[config.mk]
export PLATFORM = sky130hd
export DESIGN_NAME = sync_fifo_param
export DESIGN_NICKNAME = d
export VERILOG_FILES = /design/src/rtl/sync_fifo_param.sv
export SDC_FILE = /design/constraint.sdc
export NUM_CORES = 1
export LEC_CHECK = 0
export CORE_MARGIN = 3
export CORE_UTILIZATION = 40
export CTS_CLUSTER_SIZE = 10
export DETAILED_ROUTE_END_ITERATION = 16
export GPL_TIMING_DRIVEN = 0
export PLACE_DENSITY = 0.55
export SLEW_MARGIN = 15
export SYNTH_ARGS = -nofsm -noshare
export SYNTH_HDL_FRONTEND = slang
export SYNTH_SLANG_ARGS = --single-unit
[constraint.sdc]
create_clock -name clk -period 3.4 [get_ports clk]
set_input_delay 0.34 -clock clk [delete_from_list [all_inputs] [get_ports clk]]
set_output_delay 0.34 -clock clk [all_outputs]
set_load 0.02 [all_outputs]
[src/rtl/sync_fifo_param.sv]
// Single-clock first-word-fall-through FIFO with occupancy count, threshold flags and flush.
// Define SYNC_FIFO_ERR_EN to add sticky overflow/underflow flags with an err_clr input.
module sync_fifo_param #(
    parameter int unsigned DATA_WIDTH = 8,
    parameter int unsigned DEPTH_BITS = 4,
    parameter int unsigned AF_THRESH  = 12,
    parameter int unsigned AE_THRESH  = 2
) (
    input  logic                  clk,
    input  logic                  rst,
    input  logic                  flush,
    input  logic                  wr_en,
    input  logic [DATA_WIDTH-1:0] wr_data,
    input  logic                  rd_en,
    output logic [DATA_WIDTH-1:0] rd_data,
    output logic                  full_flag,
    output logic                  empty_flag,
    output logic                  almost_full,
    output logic                  almost_empty,
`ifdef SYNC_FIFO_ERR_EN
    output logic                  overflow,
    output logic                  underflow,
    input  logic                  err_clr,
`endif
    output logic [DEPTH_BITS:0]   count
);

    localparam int unsigned DEPTH = 1 << DEPTH_BITS;
    localparam int unsigned PTR_W = DEPTH_BITS + 1;

    logic [DATA_WIDTH-1:0] mem [DEPTH];
    logic [PTR_W-1:0]      wr_ptr;
    logic [PTR_W-1:0]      rd_ptr;
    logic                  wr_acc;
    logic                  rd_acc;

    assign wr_acc = wr_en & ~full_flag;
    assign rd_acc = rd_en & ~empty_flag;

    // Pointer update; the MSB is the wrap bit that separates full from empty.
    always_ff @(posedge clk) begin
        if (!rst) begin
            wr_ptr <= '0;
            rd_ptr <= '0;
        end else if (flush) begin
            wr_ptr <= '0;
            rd_ptr <= '0;
        end else begin
            if (wr_acc) wr_ptr <= wr_ptr + PTR_W'(1);
            if (rd_acc) rd_ptr <= rd_ptr + PTR_W'(1);
        end
    end

    // Storage is intentionally not reset.
    always_ff @(posedge clk) begin
        if (rst && !flush && wr_acc) begin
            mem[wr_ptr[DEPTH_BITS-1:0]] <= wr_data;
        end
    end

    assign count        = wr_ptr - rd_ptr;
    assign empty_flag   = (wr_ptr == rd_ptr);
    assign full_flag    = (wr_ptr[DEPTH_BITS-1:0] == rd_ptr[DEPTH_BITS-1:0]) &&
                          (wr_ptr[DEPTH_BITS] != rd_ptr[DEPTH_BITS]);
    assign almost_full  = (count >= PTR_W'(AF_THRESH));
    assign almost_empty = (count <= PTR_W'(AE_THRESH));
    assign rd_data      = empty_flag ? '0 : mem[rd_ptr[DEPTH_BITS-1:0]];

`ifdef SYNC_FIFO_ERR_EN
    // Sticky error flags; a new error wins over a simultaneous clear, flush leaves them alone.
    always_ff @(posedge clk) begin
        if (!rst) begin
            overflow  <= 1'b0;
            underflow <= 1'b0;
        end else begin
            if (wr_en && full_flag) overflow <= 1'b1;
            else if (err_clr)       overflow <= 1'b0;
            if (rd_en && empty_flag) underflow <= 1'b1;
            else if (err_clr)        underflow <= 1'b0;
        end
    end
`endif

endmodule

==> results.txt <==
The mux contribution to synthesized area came out at 14.6%. For the worst setup path, the data arrival time is 2.89 ns. The total die area came out at 16100 um2.

The number of nets at the end of the flow is 388. The global-route wire length before repair came out at 18500 um. The routability-driven placement congestion ratio is 0.697.

The startpoint of the lowest-slack hold path is rd_ptr[3]. The TritonCTS sink count is 142. Summed over all cells, the static leakage comes to 2.22 nW. The number of H-tree branching levels came out at 4.

The number of hold buffers added after CTS was 0. The run finished with clean final reports. The number of antenna violations at the first check in global routing came out at 0. The average cell area after synthesis came out at 18.5 um2. The count of state elements after synthesis is 142. The number of instances in the synthesized netlist is 316. The combined area of the multi-input logic cells is 1610 um2.

VDD sags by at most 0.000351 V. The final critical path time including I/O delays and setup came out at 3.23 ns. Wires add up to 11800 um.

Entering global routing, the biggest net connects 17 pins. The summed area of non-filler cells in the final layout came out at 7010 um2. The average wire per cell in the routed design is 21.1 um. The fraction of the mapped netlist area in adder cells is 2.27%.

The number of global-route vias before repair is 3155. CTS placed an instance of clkbuf_16 at the clock tree root. The achievable frequency came out at 310 MHz. The antenna diode instance count is 0. For this block, the initial DRC count from the detailed router was 208. For the worst setup path, the data required time is 3.06 ns. The layout has 1181 filler cells.

For this run, the number of Yosys warnings is 0. The final antenna-violating net count came out at 0. The standard cell with the maximum stage delay on the critical path is clkdlybuf4s50_1.

The global-route total usage across every layer came out at 15.9%. After detailed routing, the number of vias per cell comes to 5.26. The power density over the cells is 559 nW/um2. After synthesis, the largest family of logic cells by area is multiplexers. Port buffering added 29 buffers.

The most critical setup path has its startpoint at wr_ptr[0]. The clock skew after layout is 0.00540 ns. The sequential cell area fraction in the yosys report is 70.6%. In the finished design, the share of the clock period the worst path needs comes to 94.9%.

The path class of the tightest hold or removal check is reg2reg. STA classifies the critical path startpoint as a flop. The post-route worst setup slack is 0.172 ns. In this design, the critical path's most frequently occurring cell is inv_1.

The number of cells in the finished layout apart from fillers is 558. The latest clock arrival within the worst-skew pair is 0.42 ns. After clock tree synthesis, the clock-pin slew on the worst setup and hold paths is 0.05 ns.

The final-report max-slew violation count is 0. The site row count came out at 43. After Yosys synthesis, XOR and XNOR cells account for 1.63% of the synthesized area. The first-pass detailed-route iteration total came out at 5.

The start-to-end type of the worst setup path is reg2out. Setup repair after global routing left no endpoint under its margin. The buffer count from post-CTS setup fixing is 0. The met1 track utilization from global routing is 19.7%. Summed over all failing endpoints, the final setup total negative slack is 0 ns. The critical path goes through inv_1 -> ha_1 -> inv_1 -> fa_1 -> a21o_1 -> a21oi_1 -> xnor2_1 -> a31o_2 -> clkdlybuf4s50_1.

The total count of hold-check failures in the final report came out at 0. The number of max-cap violations is 0. The register area came out at 4120 um2. On the final layout, the worst hold slack is 0.541 ns.

The sum of buffers and inverters on the critical path is 3. For the pin with the worst max-slew slack, the measured transition is 1.01 ns. The met3 track demand over resource is 4.25%.

The die is 127 um tall. The starting density of the core came out at 41.4%. The die extent in x is 127 um.

The global route total overflow is 0. TritonCTS built the clock tree. The post-detailed-placement cell area is 6380 um2. The number of gates resized after cts is 0. The total design power is 3.92 mW. The maximum clock path buffer count came out at 2. Of all nets on the critical path, the largest fanout is 4. The minimum setup slack after placement is 0.384 ns. The fraction of final layout cells sized beyond drive strength 1 came out at 19.3%.

The routed via count came out at 2933. STA classifies the critical path endpoint as an output pin. met2 is the most crowded layer.

The growth of design area from synthesis to finish is 19.9%. The number of buffers added by the clock tree synthesis step is 17. The number of DRC violations after detailed routing is 0. The number of cells in the design after placement is 526. The synthesized net count is 339. The post-synthesis cell area came out at 5840 um2. The relative max-transition margin is 32.5%. The synthesized-area fraction occupied by ao, oa, aoi and oai cells is 4.01%. The met2 global-route usage is 26.6%. The final HPWL from detailed placement came out at 7800 um.

The number of library cell types mapped by synthesis is 34. The peak per-stage delay on the critical path came out at 0.59 ns. For this design the top-level I/O count stands at 30.

The startpoint identified for the worst register-to-register timing path is wr_ptr[0]. The total setup violations reported at the end of the flow came out at 0. The simple-gate share of the synthesized area came out at 4.41%. The kind of cell adding the most delay to the critical path is buffers and inverters.

The core region area is 14100 um2. For this run, the share of the core covered by cells in the final layout is 49.7%.
-- flip-flops by register name, summed over array words and instances (netlist names), named ones only --
| signal | cells |
|---|---|
| wr_ptr | 5 |
| mem | 128 |
| rd_ptr | 5 |
-- final cells by class --
type	instances	share of cell area, %
flip-flops and latches	142	58.9
multi-input cells	149	23.0
clock buffers	18	6.13
repair buffers	30	4.29
well taps	180	3.21
clock inverters	14	2.48
plain buffers	17	1.63
inverters	8	0.429
-- worst paths after layout --
path                            cells past startpoint     endpoint  slack [ns]
worst min-delay path                                2    rd_ptr[3]        0.54
worst min register to register                      2    rd_ptr[3]        0.54
worst max-delay path                                9  almost_full        0.17
worst max register to register                      6   mem[13][5]        0.45
-- placed cells by master, fill, tap and decap left out, drive strengths merged, types with 10 or more instances in the layout --
| master | Yosys | routed |
|---|---|---|
| clkdlybuf4s50 | 0 | 28 |
| edfxtp | 128 | 128 |
| a211oi | 19 | 19 |
| mux4 | 32 | 32 |
| clkbuf | 5 | 23 |
| dfxtp | 14 | 14 |
| mux2i | 10 | 10 |
| buf | 12 | 13 |
| nor2 | 23 | 23 |
-- Yosys cell counts, drive strengths merged --
cell	number	area (um2)
xor2	4	35.0
ha	9	113
o21a	1	7.51
buf	12	93.8
nand2b	3	18.8
inv	8	30.0
and4	1	8.76
nor3	4	20.0
a21oi	4	20.0
a211oi	19	143
nor2b	9	56.3
clkbuf	5	18.8
edfxtp	128	3840
fa	1	20.0
mux4	32	754
nand2	5	18.8
a31o	1	8.76
o21ai	5	25.0
nand4	3	18.8
and2	1	6.26
nor2	23	86.3
a21o	2	15.0
xnor2	6	60.1
o211ai	2	15.0
or3	3	18.8
mux2i	10	100
dfxtp	14	280
nand3	1	5.00
-- kinds of logic after synthesis --
kind of cell	count (synthesis)
XOR/XNOR	10
AO/OA/AOI/OAI	34
adder cells (fa/ha/maj)	10
buffers and inverters	25
multiplexers	42
AND/OR/NAND/NOR	53
flip-flops	142
-- power breakdown --
group          total, mW  internal, mW  switching (mW)
sequential          1.91          1.91         0.00250
clock               1.87          1.21           0.664
combinational      0.132        0.0542          0.0774
total               3.92          3.17           0.744
-- per-layer routing --
layer  wire (um)  part of all wire (%)
met5           0                     0
met1        5160                    44
met4         197                   1.7
met3         392                   3.3
met2        6030                    51
-- worst reg2reg max path, stage by stage, from the launching register on --
cell and delay, ns:
dfxtp_1 0.38, inv_1 0.13, ha_1 0.34, and4_1 0.22, a211oi_1 0.44, nand2_1 0.24
nor2_1 0.81
Power figures use the tool's default switching activity.
